$ cat config.mk
export PLATFORM = sky130hd
export DESIGN_NAME = pp_game_ctrl_flat
export DESIGN_NICKNAME = d
export VERILOG_FILES = /design/src/rtl/pp_game_if.sv /design/src/rtl/pp_game_ctrl.sv /design/src/flat_wrapper.sv
export SDC_FILE = /design/constraint.sdc
export NUM_CORES = 1
export LEC_CHECK = 0
export ABC_CLOCK_PERIOD_IN_PS = 4300
export CAP_MARGIN = 20
export CORE_MARGIN = 2
export CORE_UTILIZATION = 60
export CTS_BUF_LIST = sky130_fd_sc_hd__clkbuf_4
export DETAILED_ROUTE_END_ITERATION = 6
export PLACE_DENSITY_LB_ADDON = 0.3
export SETUP_SLACK_MARGIN = 0.1
export SLEW_MARGIN = 20
export SYNTH_ARGS = -nofsm -noshare
export SYNTH_HDL_FRONTEND = slang
export SYNTH_SLANG_ARGS = --single-unit
$ cat constraint.sdc
create_clock -name clk -period 4.3 [get_ports clk]
set_input_delay 1.29 -clock clk [delete_from_list [all_inputs] [get_ports clk]]
set_output_delay 1.29 -clock clk [all_outputs]
set_load 0.005 [all_outputs]
$ cat src/rtl/pp_game_if.sv
// Event and status bundle between the ping-pong game sequencer and its neighbours.
interface pp_game_if #(parameter int SCORE_W = 4);
  logic               start;
  logic               frame_tick;
  logic               ball_out_l;
  logic               ball_out_r;
  logic               hit_l;
  logic               hit_r;
  logic               ball_run;
  logic               serve_load;
  logic               serve_dir;
  logic [SCORE_W-1:0] score_l;
  logic [SCORE_W-1:0] score_r;
  logic [7:0]         rally_len;
  logic               flag;
  logic               winner;
  logic [2:0]         state;

  modport master (
    output start, frame_tick, ball_out_l, ball_out_r, hit_l, hit_r,
    input  ball_run, serve_load, serve_dir, score_l, score_r, rally_len,
           flag, winner, state
  );

  modport slave (
    input  start, frame_tick, ball_out_l, ball_out_r, hit_l, hit_r,
    output ball_run, serve_load, serve_dir, score_l, score_r, rally_len,
           flag, winner, state
  );
endinterface

$ cat src/rtl/pp_game_ctrl.sv
// Game-flow sequencer: serve / rally / point pause / game over, plus score keeping.
// Every output is a register loaded from the next-state logic.
module pp_game_ctrl #(
  parameter int WIN_SCORE    = 7,
  parameter int SERVE_FRAMES = 60,
  parameter int POINT_FRAMES = 90,
  parameter int SCORE_W      = 4,
  parameter int CNT_W        = 8
) (
  input  logic      clk,
  input  logic      rst,
  pp_game_if.slave  bus
);
  typedef enum logic [2:0] {
    IDLE  = 3'd0,
    SERVE = 3'd1,
    RALLY = 3'd2,
    POINT = 3'd3,
    OVER  = 3'd4
  } state_t;

  localparam logic [SCORE_W-1:0] WIN_S   = SCORE_W'(WIN_SCORE);
  localparam logic [SCORE_W-1:0] ONE_S   = SCORE_W'(1);
  localparam logic [CNT_W-1:0]   SERVE_N = CNT_W'(SERVE_FRAMES);
  localparam logic [CNT_W-1:0]   POINT_N = CNT_W'(POINT_FRAMES);

  state_t             state, state_n;
  logic [CNT_W-1:0]   cnt, cnt_n, cnt_inc;
  logic [SCORE_W-1:0] score_l, score_l_n, score_r, score_r_n;
  logic [7:0]         rally_len, rally_len_n;
  logic               serve_dir, serve_dir_n;
  logic               winner, winner_n;
  logic               ball_run, serve_load, flag;
  logic               start_d, start_rise;

  assign start_rise = bus.start & ~start_d;
  assign cnt_inc    = cnt + CNT_W'(1);

  always_ff @(posedge clk or posedge rst) begin
    if (rst) begin
      state      <= IDLE;
      cnt        <= '0;
      score_l    <= '0;
      score_r    <= '0;
      rally_len  <= '0;
      serve_dir  <= 1'b0;
      winner     <= 1'b0;
      ball_run   <= 1'b0;
      serve_load <= 1'b0;
      flag       <= 1'b0;
      start_d    <= 1'b0;
    end else begin
      state      <= state_n;
      cnt        <= cnt_n;
      score_l    <= score_l_n;
      score_r    <= score_r_n;
      rally_len  <= rally_len_n;
      serve_dir  <= serve_dir_n;
      winner     <= winner_n;
      ball_run   <= (state_n == RALLY);
      serve_load <= (state_n == SERVE) && (state != SERVE);
      flag       <= (state_n == OVER);
      start_d    <= bus.start;
    end
  end

  always_comb begin
    state_n     = state;
    cnt_n       = cnt;
    score_l_n   = score_l;
    score_r_n   = score_r;
    rally_len_n = rally_len;
    serve_dir_n = serve_dir;
    winner_n    = winner;

    case (state)
      IDLE, OVER: begin
        if (start_rise) begin
          state_n     = SERVE;
          score_l_n   = '0;
          score_r_n   = '0;
          rally_len_n = '0;
          serve_dir_n = 1'b0;
          winner_n    = 1'b0;
        end
      end
      SERVE: begin
        if (bus.frame_tick) begin
          if (cnt_inc == SERVE_N) state_n = RALLY;
          else                    cnt_n   = cnt_inc;
        end
      end
      RALLY: begin
        if ((bus.hit_l || bus.hit_r) && rally_len != 8'hff)
          rally_len_n = rally_len + 8'd1;
        // a double exit is a let: no point awarded, server side kept
        if (bus.ball_out_l && bus.ball_out_r) begin
          state_n = POINT;
        end else if (bus.ball_out_l) begin
          score_r_n   = score_r + ONE_S;
          serve_dir_n = 1'b1;
          state_n     = POINT;
        end else if (bus.ball_out_r) begin
          score_l_n   = score_l + ONE_S;
          serve_dir_n = 1'b0;
          state_n     = POINT;
        end
      end
      POINT: begin
        if (bus.frame_tick) begin
          if (cnt_inc == POINT_N) begin
            if (score_l == WIN_S || score_r == WIN_S) begin
              state_n  = OVER;
              winner_n = (score_r == WIN_S);
            end else begin
              state_n     = SERVE;
              rally_len_n = '0;
            end
          end else begin
            cnt_n = cnt_inc;
          end
        end
      end
      default: state_n = IDLE;
    endcase

    if (state_n != state) cnt_n = '0;
  end

  assign bus.state      = state;
  assign bus.score_l    = score_l;
  assign bus.score_r    = score_r;
  assign bus.rally_len  = rally_len;
  assign bus.serve_dir  = serve_dir;
  assign bus.winner     = winner;
  assign bus.ball_run   = ball_run;
  assign bus.serve_load = serve_load;
  assign bus.flag       = flag;
endmodule

$ cat src/flat_wrapper.sv
// flat-port wrapper written by rule: the top's interface ports become plain ports
module pp_game_ctrl_flat 
#(
  parameter int WIN_SCORE    = 7,
  parameter int SERVE_FRAMES = 60,
  parameter int POINT_FRAMES = 90,
  parameter int SCORE_W      = 4,
  parameter int CNT_W        = 8
)
  (clk, rst, bus_start, bus_frame_tick, bus_ball_out_l, bus_ball_out_r, bus_hit_l, bus_hit_r, bus_ball_run, bus_serve_load, bus_serve_dir, bus_score_l, bus_score_r, bus_rally_len, bus_flag, bus_winner, bus_state);
  pp_game_if #(.SCORE_W(SCORE_W)) bus_i ();
  input  logic clk;
  input  logic rst;
  input wire logic [$bits(bus_i.start)-1:0] bus_start;
  input wire logic [$bits(bus_i.frame_tick)-1:0] bus_frame_tick;
  input wire logic [$bits(bus_i.ball_out_l)-1:0] bus_ball_out_l;
  input wire logic [$bits(bus_i.ball_out_r)-1:0] bus_ball_out_r;
  input wire logic [$bits(bus_i.hit_l)-1:0] bus_hit_l;
  input wire logic [$bits(bus_i.hit_r)-1:0] bus_hit_r;
  output wire logic [$bits(bus_i.ball_run)-1:0] bus_ball_run;
  output wire logic [$bits(bus_i.serve_load)-1:0] bus_serve_load;
  output wire logic [$bits(bus_i.serve_dir)-1:0] bus_serve_dir;
  output wire logic [$bits(bus_i.score_l)-1:0] bus_score_l;
  output wire logic [$bits(bus_i.score_r)-1:0] bus_score_r;
  output wire logic [$bits(bus_i.rally_len)-1:0] bus_rally_len;
  output wire logic [$bits(bus_i.flag)-1:0] bus_flag;
  output wire logic [$bits(bus_i.winner)-1:0] bus_winner;
  output wire logic [$bits(bus_i.state)-1:0] bus_state;
  assign bus_i.start = bus_start;
  assign bus_i.frame_tick = bus_frame_tick;
  assign bus_i.ball_out_l = bus_ball_out_l;
  assign bus_i.ball_out_r = bus_ball_out_r;
  assign bus_i.hit_l = bus_hit_l;
  assign bus_i.hit_r = bus_hit_r;
  assign bus_ball_run = bus_i.ball_run;
  assign bus_serve_load = bus_i.serve_load;
  assign bus_serve_dir = bus_i.serve_dir;
  assign bus_score_l = bus_i.score_l;
  assign bus_score_r = bus_i.score_r;
  assign bus_rally_len = bus_i.rally_len;
  assign bus_flag = bus_i.flag;
  assign bus_winner = bus_i.winner;
  assign bus_state = bus_i.state;
  pp_game_ctrl #(.WIN_SCORE(WIN_SCORE), .SERVE_FRAMES(SERVE_FRAMES), .POINT_FRAMES(POINT_FRAMES), .SCORE_W(SCORE_W), .CNT_W(CNT_W)) u_core (.clk(clk), .rst(rst), .bus(bus_i));
endmodule
Word-level counts from Yosys, hierarchy flattened
Cells that the tools add are included.
{"block": "classes", "add_sub_neg": 4, "n_eq_ne": 29, "n_mux": 39, "bitwise": 2, "reduce_logical": 17}
{"op": "8-bit two-way mux", "count": 10}
{"op": "3-bit two-way mux", "count": 9}
{"op": "4-bit two-way mux", "count": 6}
{"op": "8-bit case mux with 3 select lines", "count": 1}
{"op": "8-bit by 1-bit adder with 8-bit output (second input constant)", "count": 2}
{"op": "4-bit case mux with 2 select lines", "count": 2}
{"op": "8-bit case mux with 2 select lines", "count": 1}
{"op": "5-bit AND reduction", "count": 3}
{"op": "2-bit inequality test (second input constant)", "count": 6}
{"op": "3-bit case mux with 4 select lines", "count": 1}
{"op": "3-bit by 2-bit == test with 1-bit output (second input constant)", "count": 3}
{"op": "3-bit inequality test (second input constant)", "count": 3}
{"op": "4-bit by 1-bit adder with 4-bit output (second input constant)", "count": 2}
{"op": "4-bit by 3-bit == test with 1-bit output (second input constant)", "count": 2}
{"op": "8-bit by 6-bit == test with 1-bit output (second input constant)", "count": 1}
{"op": "8-bit by 7-bit == test with 1-bit output (second input constant)", "count": 1}
{"op": "2-bit by 1-bit inequality test with 1-bit output (second input constant)", "count": 4}
{"op": "8-bit inequality test (second input constant)", "count": 1}
{"op": "4-bit AND reduction", "count": 2}
{"op": "1-bit two-way mux", "count": 7}
{"op": "3-bit by 1-bit == test with 1-bit output (second input constant)", "count": 2}
{"op": "3-bit == test (second input constant)", "count": 2}
{"op": "3-bit by 2-bit inequality test with 1-bit output (second input constant)", "count": 2}
{"op": "6-bit AND reduction", "count": 1}
{"op": "11 further kinds", "count": 17}
{"block": "word_totals", "reg_bits": 33, "inputBits": 8, "output_inout_bits": 24, "word_cells": 102}

Longest topological paths before layout
Gate-level depths: netlist of the first run.
{"block": "logic_depth", "word_depth": 9, "ltp_mapped": 8, "ltp_nobuf": 7}

Least setup slack after synthesis of the first run
No wires, ideal clock.
{"block": "synth_path", "kind": "input -> register", "start": "input bus_start", "end": "register u_core.rally_len[0], in the netlist u_core.bus.rally_len[0]", "setup_time_ns": 0.125, "arrival_time_ns": 2.537, "t_required_ns": 4.175, "path_slack_ns": 1.638, "path_stages": 5, "n_path_buf": 0, "path_cell_list": "or4b_1 > nand2_1 > o22ai_1 > a21oi_1 > mux2_2"}
{"block": "synth_via", "elab_chain_len": 3}
{"item": "start: declaration", "line_no": "flat_wrapper.sv:14", "source": "input wire logic [$bits(bus_i.start)-1:0] bus_start;"}
{"item": "1-bit bitwise AND", "line_no": "pp_game_ctrl.sv:36", "source": "assign start_rise = bus.start & ~start_d;"}
{"item": "2-bit by 1-bit inequality test with 1-bit output (no source line)"}
{"item": "6-bit AND reduction (no source line)"}
{"item": "end signal: assignment", "line_no": "pp_game_ctrl.sv:57", "source": "rally_len <= rally_len_n;"}
{"item": "end: declaration", "line_no": "pp_game_ctrl.sv:30", "source": "logic [7:0] rally_len, rally_len_n;"}
Every way passes these cells.
A chain may end at the register's enable or synchronous reset.

Final worst setup path of the first run
Same ends and word-level chain as after synthesis.

==> run metrics, run 1 <==
Worst Max-Slew Pin Slew=0.770 ns; layout cells sized above 1=8.61%; Slew Viols, Final=0; multi-input combinational cell area=0.00109 mm^2; critical setup path kind=input port to register; min Tclk post-route=3.07 ns; launch point of the worst path=bus_start; TritonCTS clock tree=yes; portion of total power attributed to sequential cells=55.5%; worst-skew pair later-pin latency=0.34 ns; CP Cell Sequence=clkdlybuf4s50_1 > or4b_1 > buf_4 > nand2_1 > o22ai_1 > a21oi_1 > mux2_2; total negative setup slack=0 ns; combinational power share=19.8%; post-synthesis async set-or-reset flop share=100%; Hold Path Class=register to register; Fmax=325 MHz; final worst setup slack=1.23 ns; detailed-route DRC error count=0; Post-Syn Instances=213; worst-case headroom to the max-slew limit=48.4%; post-CTS sizing=0; Hold Path Origin=u_core.bus.winner; maximum cell stage delay along the critical path=0.49 ns; portion of total power attributed to the clock network=24.7%; antenna-violating nets left=0; wire length on met2=2100 um; pin count of the biggest net entering global routing=34; Worst R2R Start=u_core.cnt[0]; final-layout fill cell count=227; routed wire length=4510 um; setup fix buffers added after clock tree synthesis=0; buffering stage count on the worst path with inverters included=2; endpoint of the worst-slack reg-to-reg timing path=u_core.bus.ball_run; global-route wire length before repair=7670 um; WL per Instance=15.7 um; mapped cell area=0.00201 mm^2; die height=61.8 um; cell area reported after detailed placement=0.00235 mm^2; number of top-level pins=32; uppermost metal layer occupied by signal nets=met4; post-synthesis cell type with the largest combined area=dfrtp_1; total routing usage reported by global routing=27.7%; area of all placed cells without fillers=0.00240 mm^2; Final GP Congestion=0.870; crit end category=register; fraction of post-synthesis cell area in the top cell type by area=41.1%; data required time at the worst endpoint=4.53 ns; Reg2Reg Setup Slack=1.73 ns; Worst Setup Slack post-DPL=0.918 ns; HPWL after detailed placement=3170 um; area enclosed by the die boundary=0.00382 mm^2; setup repair after global routing missed its margin=false; Clk pin slew, worst setup/hold paths=0.09 ns; peak fanout along the critical path=13; number of different library cells in the post-synthesis netlist=49; clk_skew=0.0138 ns; initial antenna violation count=0; die width=61.8 um; max-cap violations=0; via density per instance=6.12; r2r worst-path depth=5; power density over the cells=276 mW/mm^2; Layout Nets=257; gate family responsible for the most delay along the worst path=buffers and inverters; number of DRC markers in iteration 0=106; type of origin of the critical path=input port; Hold Crit Depth=2; Initial Utilization=64.2%; Static Leak=0.962 nW; detailed-route wire length on metal 1=2100 um; remaining global-route overflow=0; DR WL met3=273 um; sequential element share of the synthesized area=41.1%; Worst EP arrival=3.30 ns; status=finished clean; maximum buffer depth of the clock tree=2; footprint of the flip-flops and latches=826 um^2; CP Depth=7; internal power=458 uW; Root Buffer Master=clkbuf_4; vias after detailed routing=1,762; ranking of synthesized cells by area=dfrtp_1 (41%), nor2_1 (3.7%), mux2i_1 (3.5%); share of the clock period used by the worst path after layout=71.5%; top flip-flop cell by instance count after synthesis=dfrtp_1; hold bufs inserted after CTS=0; via count of the first global-routing pass=1,684; DR pass1 iterations=4; switching share of power=31.0%; count of port buffers added during placement=31; maximum VDD drop=0.269 mV; worst-path cell with the longest stage delay=clkdlybuf4s50_1; switching power=206 uW; number of buffers created by CTS=5; commonest cells after routing, fill and taps aside=dfrtp_1 (33), clkdlybuf4s50_1 (31), nor2_1 (20); synthesized area per cell=9.42 um^2; Area growth syn-to-layout=19.5%; Floorplan Core Area=0.00313 mm^2; EDFF count, synth=0; end point of the critical path=u_core.bus.rally_len[0]; standard-cell rows=20; synthesized flop and latch total=33; diode insertion count for antenna repair=0; clock sink count=33; Final Hold Fails=0; most frequent standard cell in the layout excluding fill and tap cells=dfrtp_1; deepest level of the CTS H-tree=2; Warnings, synthesis=0; Synthesized Nets=226; count of final setup violators=0
how the worst min path moves through the flow:
stage / slack, ns / endpoint
3_3_place_gp: 0.49 / u_core.bus.serve_dir
5_1_grt: 0.58 / u_core.bus.winner
4_1_cts: 0.54 / u_core.bus.winner
3_5_place_dp: 0.53 / u_core.bus.winner
6_report: 0.54 / u_core.bus.winner
2_1_floorplan: 0.49 / u_core.bus.serve_dir
state kept, by name (all words and copies together), names as in the netlist:
| signal | flops |
|---|---|
| u_core.bus.rally_len | 8 |
| u_core.cnt | 8 |
| u_core.bus.score_l | 4 |
| u_core.bus.score_r | 4 |
| u_core.bus.state | 3 |
| u_core.bus.ball_run | 1 |
| u_core.bus.flag | 1 |
| u_core.bus.serve_dir | 1 |
| u_core.bus.serve_load | 1 |
| u_core.bus.winner | 1 |
| u_core.start_d | 1 |
synth_stat cells (all sizes together), types with 2 or more instances:
library cell	instances
a211oi	7
a21oi	11
a311oi	2
and3	2
buf	6
clkbuf	4
dfrtp	33
ha	5
inv	11
mux2	4
mux2i	7
nand2	18
nand3	9
nand4	4
nor2	20
nor2b	3
nor4	3
o2111a	2
o2111ai	2
o211ai	9
o21ai	14
o22ai	3
o31ai	5
o32ai	2
or4	4
xnor2	3
xor2	4
through the flow:
stage               instances  util (%)  total power, mW  hold slack (ns)
floorplan                 213         -            0.465            0.491
global placement          281      75.1            0.495            0.485
detailed placement        281      75.1            0.504            0.528
CTS                       288      76.7            0.666            0.540
global route              288      76.7            0.698            0.584
finish                    288      76.7            0.663            0.538
cell families (layout without fill, tap and decap cells):
logic type	after synthesis	in the layout	share of synthesized area, %
buffers and inverters	21	52	4.30
and+or+nand+nor	72	72	19.5
xor gates and xnor gates	7	7	3.05
adders and majority gates	5	5	3.12
DFF	33	33	41.1
AOI/OAI and AO/OA	64	64	22.9
muxes	11	11	5.92
final cells by class:
class / instances / share of cell area, %
Timing Repair Buffer: 34 / 13.9
Clock inverter: 1 / 0.156
Sequential cell: 33 / 34.4
Multi-Input combinational cell: 159 / 45.6
Clock buffer: 6 / 1.88
Inverter: 11 / 1.72
Tap cell: 44 / 2.30
worst min-delay path, delay by kind of cell, from the launching register on:
kind            cells  cell delay [ns]
compound gates      1             0.06
buf+inv             1             0.06
flops               1             0.39
power groups by stage:
| stage | clock, mW | combinational, mW | sequential [mW] |
|---|---|---|---|
| after floorplan | 0 | 0.111 | 0.354 |
| after global placement | 0 | 0.123 | 0.372 |
| after detailed placement | 0 | 0.130 | 0.374 |
| after CTS | 0.167 | 0.131 | 0.368 |
| after global routing | 0.175 | 0.148 | 0.375 |
| final | 0.164 | 0.131 | 0.368 |
metal layers:
layer	vias up	track usage, %
met1	822	38.8
met2	65	42.0
met3	6	6.42
li1	869	-
met4	0	10.9
met5	-	0
Note: power is estimated with default switching activity, not from simulation.
==> run 2, diff against run 1 <==
Settings changed: ABC_CLOCK_PERIOD_IN_PS 4300 to 2800, CORE_UTILIZATION 60 to 50.
Clock period 4.3 ns to 2.8 ns, I/O delays scaled along.
==> run 2 against run 1 <==
  * Register-to-register slack got worse by 1.4 ns
  * Non-clock buffer count rose by 4
  * Clock skew decreased by 0.0055 ns
  * Combinational power rose by 53%
  * Via count increased by 2.6%
  * Cell count is 3.8% higher
  * Utilization fell by 15 points
  * Flip-flop and latch count stayed put
  * Clock power increased by 52%
  * Die area grew 19%
==> run metrics, run 2 (synthesized netlist as in run 1, its figures left out) <==
post-CTS sizing=0 (unchanged); Worst Max-Slew Pin Slew=0.840 ns (+0.0699 ns); endpoint of the worst-slack reg-to-reg timing path=u_core.cnt[1]; standard-cell rows=23 (+15%); deepest level of the CTS H-tree=2 (unchanged); antenna-violating nets left=0 (unchanged); initial antenna violation count=0 (unchanged); die height=67.4 um (+8.9%); Fmax=406 MHz; Clk pin slew, worst setup/hold paths=0.10 ns (about the same); min Tclk post-route=2.46 ns; layout cells sized above 1=10.0% (+1.4 points); hold bufs inserted after CTS=0 (unchanged); Hold Worst Slack=0.525 ns (-0.0132 ns); Static Leak=0.981 nW (+2.0%); die width=67.4 um (+8.9%); worst-path cell with the longest stage delay=clkdlybuf4s50_1; type of origin of the critical path=input port; peak fanout along the critical path=4 (-9); worst-skew pair later-pin latency=0.33 ns (about the same); Worst EP arrival=2.72 ns (-0.58 ns); maximum buffer depth of the clock tree=2 (unchanged); number of buffers created by CTS=5 (unchanged); Floorplan Core Area=0.00394 mm^2 (+26%); Final GP Congestion=0.836 (-3.8%); area enclosed by the die boundary=0.00454 mm^2 (+19%); setup fix buffers added after clock tree synthesis=0 (unchanged); WL per Instance=15.0 um (-4.4%); vias after detailed routing=1,808 (+2.6%); via density per instance=6.05 (-1.2%); count of final setup violators=0 (unchanged); registers with the most flip-flops=u_core.bus.rally_len: 8 flops, u_core.cnt: 8 flops; Slew Viols, Final=0 (unchanged); maximum VDD drop=0.256 mV (-4.9%); power density over the cells=417 mW/mm^2 (+51%); share of the clock period used by the worst path after layout=88.0%; count of port buffers added during placement=31 (unchanged); total routing usage reported by global routing=22.3% (-5.5 points); number of top-level pins=32 (unchanged); Root Buffer Master=clkbuf_4; crit end category=register; CP Cell Sequence=clkdlybuf4s50_1 > or4b_1 > nand2_1 > o22ai_1 > buf_4 > a211oi_1 > mux2i_1; cell area reported after detailed placement=0.00239 mm^2 (+1.6%); Initial Utilization=50.9% (-13 points); data required time at the worst endpoint=3.06 ns (-1.47 ns); max-cap violations=0 (unchanged); number of DRC markers in iteration 0=205 (+93%); critical setup path kind=input port to register; via count of the first global-routing pass=1,634 (-3.0%); TritonCTS clock tree=yes; worst-case headroom to the max-slew limit=43.8% (-4.7 points); r2r worst-path depth=6 (+1); HPWL after detailed placement=3210 um (+1.3%); routed wire length=4480 um (-0.75%); setup repair after global routing missed its margin=false; detailed-route DRC error count=0 (unchanged); Layout Nets=261 (+1.6%); clk_skew=0.00831 ns (-0.00550 ns); end point of the critical path=u_core.bus.rally_len[2]; commonest cells after routing, fill and taps aside=dfrtp_1 (33), clkdlybuf4s50_1 (31), nor2_1 (20); Final Hold Fails=0 (unchanged); total negative setup slack=0 ns (unchanged); Worst R2R Start=u_core.cnt[0]; status=finished clean; most frequent standard cell in the layout excluding fill and tap cells=dfrtp_1; pin count of the biggest net entering global routing=34 (unchanged); DR pass1 iterations=4 (unchanged); Placed Instances=291 (+3.6%); launch point of the worst path=bus_start; global-route wire length before repair=7580 um (-1.1%); diode insertion count for antenna repair=0 (unchanged); Hold Path Class=register to register; clock sink count=33 (unchanged); Area growth syn-to-layout=21.4%; maximum cell stage delay along the critical path=0.52 ns (+0.03 ns); number of standard cells in the layout, taps in and fillers out=299 (+3.8%); Reg2Reg Setup Slack=0.37 ns (-1.36 ns); remaining global-route overflow=0 (unchanged); area of all placed cells without fillers=0.00244 mm^2 (+1.6%)
==> run 2: critical path: cells and delay by family <==
| family | cells | cell delay (ns) |
|---|---|---|
| simple gates | 2 | 0.58 |
| compound gates | 2 | 0.37 |
| mux | 1 | 0.23 |
| buf+inv | 2 | 0.70 |
==> run 2: routing by layer <==
layer / part of all wire, % / vias up / global-route usage, % / routed length (um)
li1: - / 871 / - / -
met1: 46 / 879 / 31.4 / 2070
met2: 48 / 54 / 34.5 / 2130
met3: 5.4 / 4 / 5.83 / 243
met4: 0.76 / 0 / 4.85 / 34
met5: 0 / - / 0 / 0
==> run 2: stage by stage <==
stage               utilization [%]  total power [mW]  setup slack [ns]
CTS                            61.8              1.02             0.326
floorplan                         -             0.714             0.588
detailed placement             60.6             0.772           -0.0149
global route                   61.8              1.08             0.191
finish                         61.8              1.02             0.337
global placement               60.6             0.762            0.0703
==> run 2: worst min path at each step <==
| stage | depth (start not counted) | startpoint | endpoint | slack [ns] |
|---|---|---|---|---|
| 2_1_floorplan | 2 | u_core.bus.serve_dir | u_core.bus.serve_dir | 0.49 |
| 3_5_place_dp | 2 | u_core.bus.serve_dir | u_core.bus.serve_dir | 0.49 |
| 3_3_place_gp | 2 | u_core.bus.serve_dir | u_core.bus.serve_dir | 0.50 |
| 4_1_cts | 2 | u_core.bus.serve_dir | u_core.bus.serve_dir | 0.53 |
| 5_1_grt | 2 | u_core.bus.serve_dir | u_core.bus.serve_dir | 0.57 |
| 6_report | 2 | u_core.bus.serve_dir | u_core.bus.serve_dir | 0.52 |
==> run 2: cell type report <==
| class | instances | area [um^2] |
|---|---|---|
| clock buffers | 5 | 37.5 |
| clock inverters | 3 | 12.5 |
| fillers | 347 | 1510 |
| inverters | 11 | 41.3 |
| multi-input cells | 159 | 1090 |
| flip-flops and latches | 33 | 826 |
| well taps | 50 | 62.6 |
| repair buffers | 38 | 363 |
==> run 2: where the power goes <==
part	switching, mW	internal (mW)	total (mW)
clock	0.158	0.0907	0.249
sequential	0.0588	0.508	0.566
combinational	0.106	0.0946	0.200
==> run 3, diff against run 2 <==
--- a/config.mk
+++ b/config.mk
@@ -13,4 +13,5 @@
 export DETAILED_ROUTE_END_ITERATION = 6
 export PLACE_DENSITY_LB_ADDON = 0.3
+export REMOVE_ABC_BUFFERS = 1
 export SETUP_SLACK_MARGIN = 0.1
 export SLEW_MARGIN = 20
==> constraint.sdc (replaced) <==
create_clock -name clk -period 2.8 [get_ports clk]
set_input_delay 0.28 -clock clk [delete_from_list [all_inputs] [get_ports clk]]
set_output_delay 0.28 -clock clk [all_outputs]
set_load 0.005 [all_outputs]
==> run 3 against run 2 <==
  * Hold slack worse by 0.20 ns
  * Sequential power hardly changed
  * Design area is 0.10% lower
  * Critical path type is now register to register
  * Non-clock buffer count is 1 lower
  * Wire length is 1.7% lower
  * Clock-buffer cell count stayed put
==> run metrics, run 3 (synthesized netlist as in run 1, its figures left out) <==
portion of total power attributed to the clock network=26.0% (+1.5 points); Final GP Congestion=0.790 (-5.5%); diode insertion count for antenna repair=0 (unchanged); setup fix buffers added after clock tree synthesis=0 (unchanged); worst-skew pair later-pin latency=0.34 ns (about the same); Slew Viols, Final=0 (unchanged); clk_skew=0.00486 ns (-0.00345 ns); routed wire length=4400 um (-1.7%); antenna-violating nets left=0 (unchanged); die height=67.4 um (unchanged); area of all placed cells without fillers=0.00243 mm^2 (-0.10%); TritonCTS clock tree=yes; vias after detailed routing=1,770 (-2.1%); number of buffers created by CTS=5 (unchanged); final worst setup slack=0.367 ns (+0.0300 ns); critical setup path kind=register to register; Final Hold Fails=0 (unchanged); Hold Path Class=input port to asynchronous set/reset pin; clock sink count=33 (unchanged); type of origin of the critical path=register; number of DRC markers in iteration 0=175 (-15%); pin count of the biggest net entering global routing=34 (unchanged); buffering stage count on the worst path with inverters included=0 (-2); standard-cell rows=23 (unchanged); Placed Instances=290 (-0.34%); count of final setup violators=0 (unchanged); Area growth syn-to-layout=21.3%; number of top-level pins=32 (unchanged); worst-path cell with the longest stage delay=o32ai_1; post-CTS sizing=0 (unchanged); data required time at the worst endpoint=3.04 ns (-0.02 ns); maximum cell stage delay along the critical path=0.58 ns (+0.06 ns); portion of total power attributed to sequential cells=54.8% (-1.0 points); Worst EP arrival=2.67 ns (-0.05 ns); status=finished clean; Worst Max-Slew Pin Slew=0.826 ns (-0.0143 ns); deepest level of the CTS H-tree=2 (unchanged); via density per instance=5.94 (-1.8%); Initial Utilization=50.9% (unchanged); hold bufs inserted after CTS=0 (unchanged); gate family responsible for the most delay along the worst path=compound AO/OA/AOI/OAI gates; HPWL after detailed placement=3160 um (-1.7%); Fmax=411 MHz (+1.2%); setup repair after global routing missed its margin=false; crit end category=register; total power consumption of the routed design=1.03 mW (+1.6%); Layout Nets=260 (-0.38%); DR pass1 iterations=4 (unchanged); total routing usage reported by global routing=20.9% (-1.4 points); switching share of power=32.5% (+0.72 points); layout cells sized above 1=10.5% (+0.44 points); power density over the cells=424 mW/mm^2 (+1.7%); initial antenna violation count=0 (unchanged); most frequent standard cell in the layout excluding fill and tap cells=dfrtp_1; WL per Instance=14.8 um (-1.3%); internal power=696 uW (+0.49%); peak fanout along the critical path=8 (+4); combinational power share=19.2% (-0.5 points); global-route wire length before repair=7110 um (-6.2%); worst-case headroom to the max-slew limit=44.7% (+0.96 points); Root Buffer Master=clkbuf_4; total negative setup slack=0 ns (unchanged); area enclosed by the die boundary=0.00454 mm^2 (unchanged); Layout Utilization=61.8% (-0.063 points); Hold Worst Slack=0.321 ns (-0.204 ns); detailed-route DRC error count=0 (unchanged); count of port buffers added during placement=31 (unchanged); switching power=335 uW (+3.9%); Clk pin slew, worst setup/hold paths=0.11 ns (about the same); via count of the first global-routing pass=1,563 (-4.3%); number of standard cells in the layout, taps in and fillers out=298 (-0.33%); max-cap violations=0 (unchanged); min Tclk post-route=2.43 ns (-0.0300 ns); cell area reported after detailed placement=0.00238 mm^2 (-0.31%); maximum VDD drop=0.275 mV (+7.4%); remaining global-route overflow=0 (unchanged); registers with the most flip-flops=u_core.bus.rally_len: 8 flops, u_core.cnt: 8 flops; CP Cell Sequence=ha_1 > o32ai_1 > o211ai_2 > a21oi_1 > mux2_2; Floorplan Core Area=0.00394 mm^2 (unchanged); die width=67.4 um (unchanged); Worst Setup Slack post-DPL=0.392 ns (+0.407 ns); Static Leak=0.979 nW (-0.23%); maximum buffer depth of the clock tree=2 (unchanged); commonest cells after routing, fill and taps aside=dfrtp_1 (33), clkdlybuf4s50_1 (31), nor2_1 (20); share of the clock period used by the worst path after layout=86.9% (-1.1 points)
## run 3: metal layers
layer  track usage (%)  part of all wire [%]  up-vias
met5                 0                     0        -
met4              6.89                   1.4        0
met3              5.00                   3.7        6
met2              33.0                    46       41
met1              28.1                    49      857
li1                  -                     -      866
## run 3: worst min-delay path, delay by kind of cell
family,cells,cell delay (ns)
buffers and inverters,3,0.81
## run 3: path summary, 6_finish.rpt
check                                           from                 endpoint  slack [ns]  depth (start not counted)
worst max-delay path                   u_core.cnt[0]  u_core.bus.rally_len[0]        0.37                          5
worst min-delay path                             rst            u_core.cnt[7]        0.32                          3
worst max register to register         u_core.cnt[0]  u_core.bus.rally_len[0]        0.37                          5
worst min register to register  u_core.bus.serve_dir     u_core.bus.serve_dir        0.52                          2
max in group asynchronous                        rst            u_core.cnt[2]        2.17                          3
min in group clk                           bus_start           u_core.start_d        0.42                          1
## run 3: cell type report
| cell class | count | area [um^2] |
|---|---|---|
| clock buffers | 5 | 37.5 |
| clock inverters | 3 | 17.5 |
| fillers | 323 | 1510 |
| inverters | 11 | 41.3 |
| multi-input cells | 159 | 1090 |
| flip-flops and latches | 33 | 826 |
| well taps | 50 | 62.6 |
| repair buffers | 37 | 355 |
## run 3: power groups by stage
stage | clock network [mW] | registers (mW) | logic [mW]
finish | 0.268 | 0.565 | 0.198
global route | 0.295 | 0.571 | 0.223
CTS | 0.277 | 0.562 | 0.199
detailed placement | 0 | 0.572 | 0.197
global placement | 0 | 0.570 | 0.193
floorplan | 0 | 0.562 | 0.143
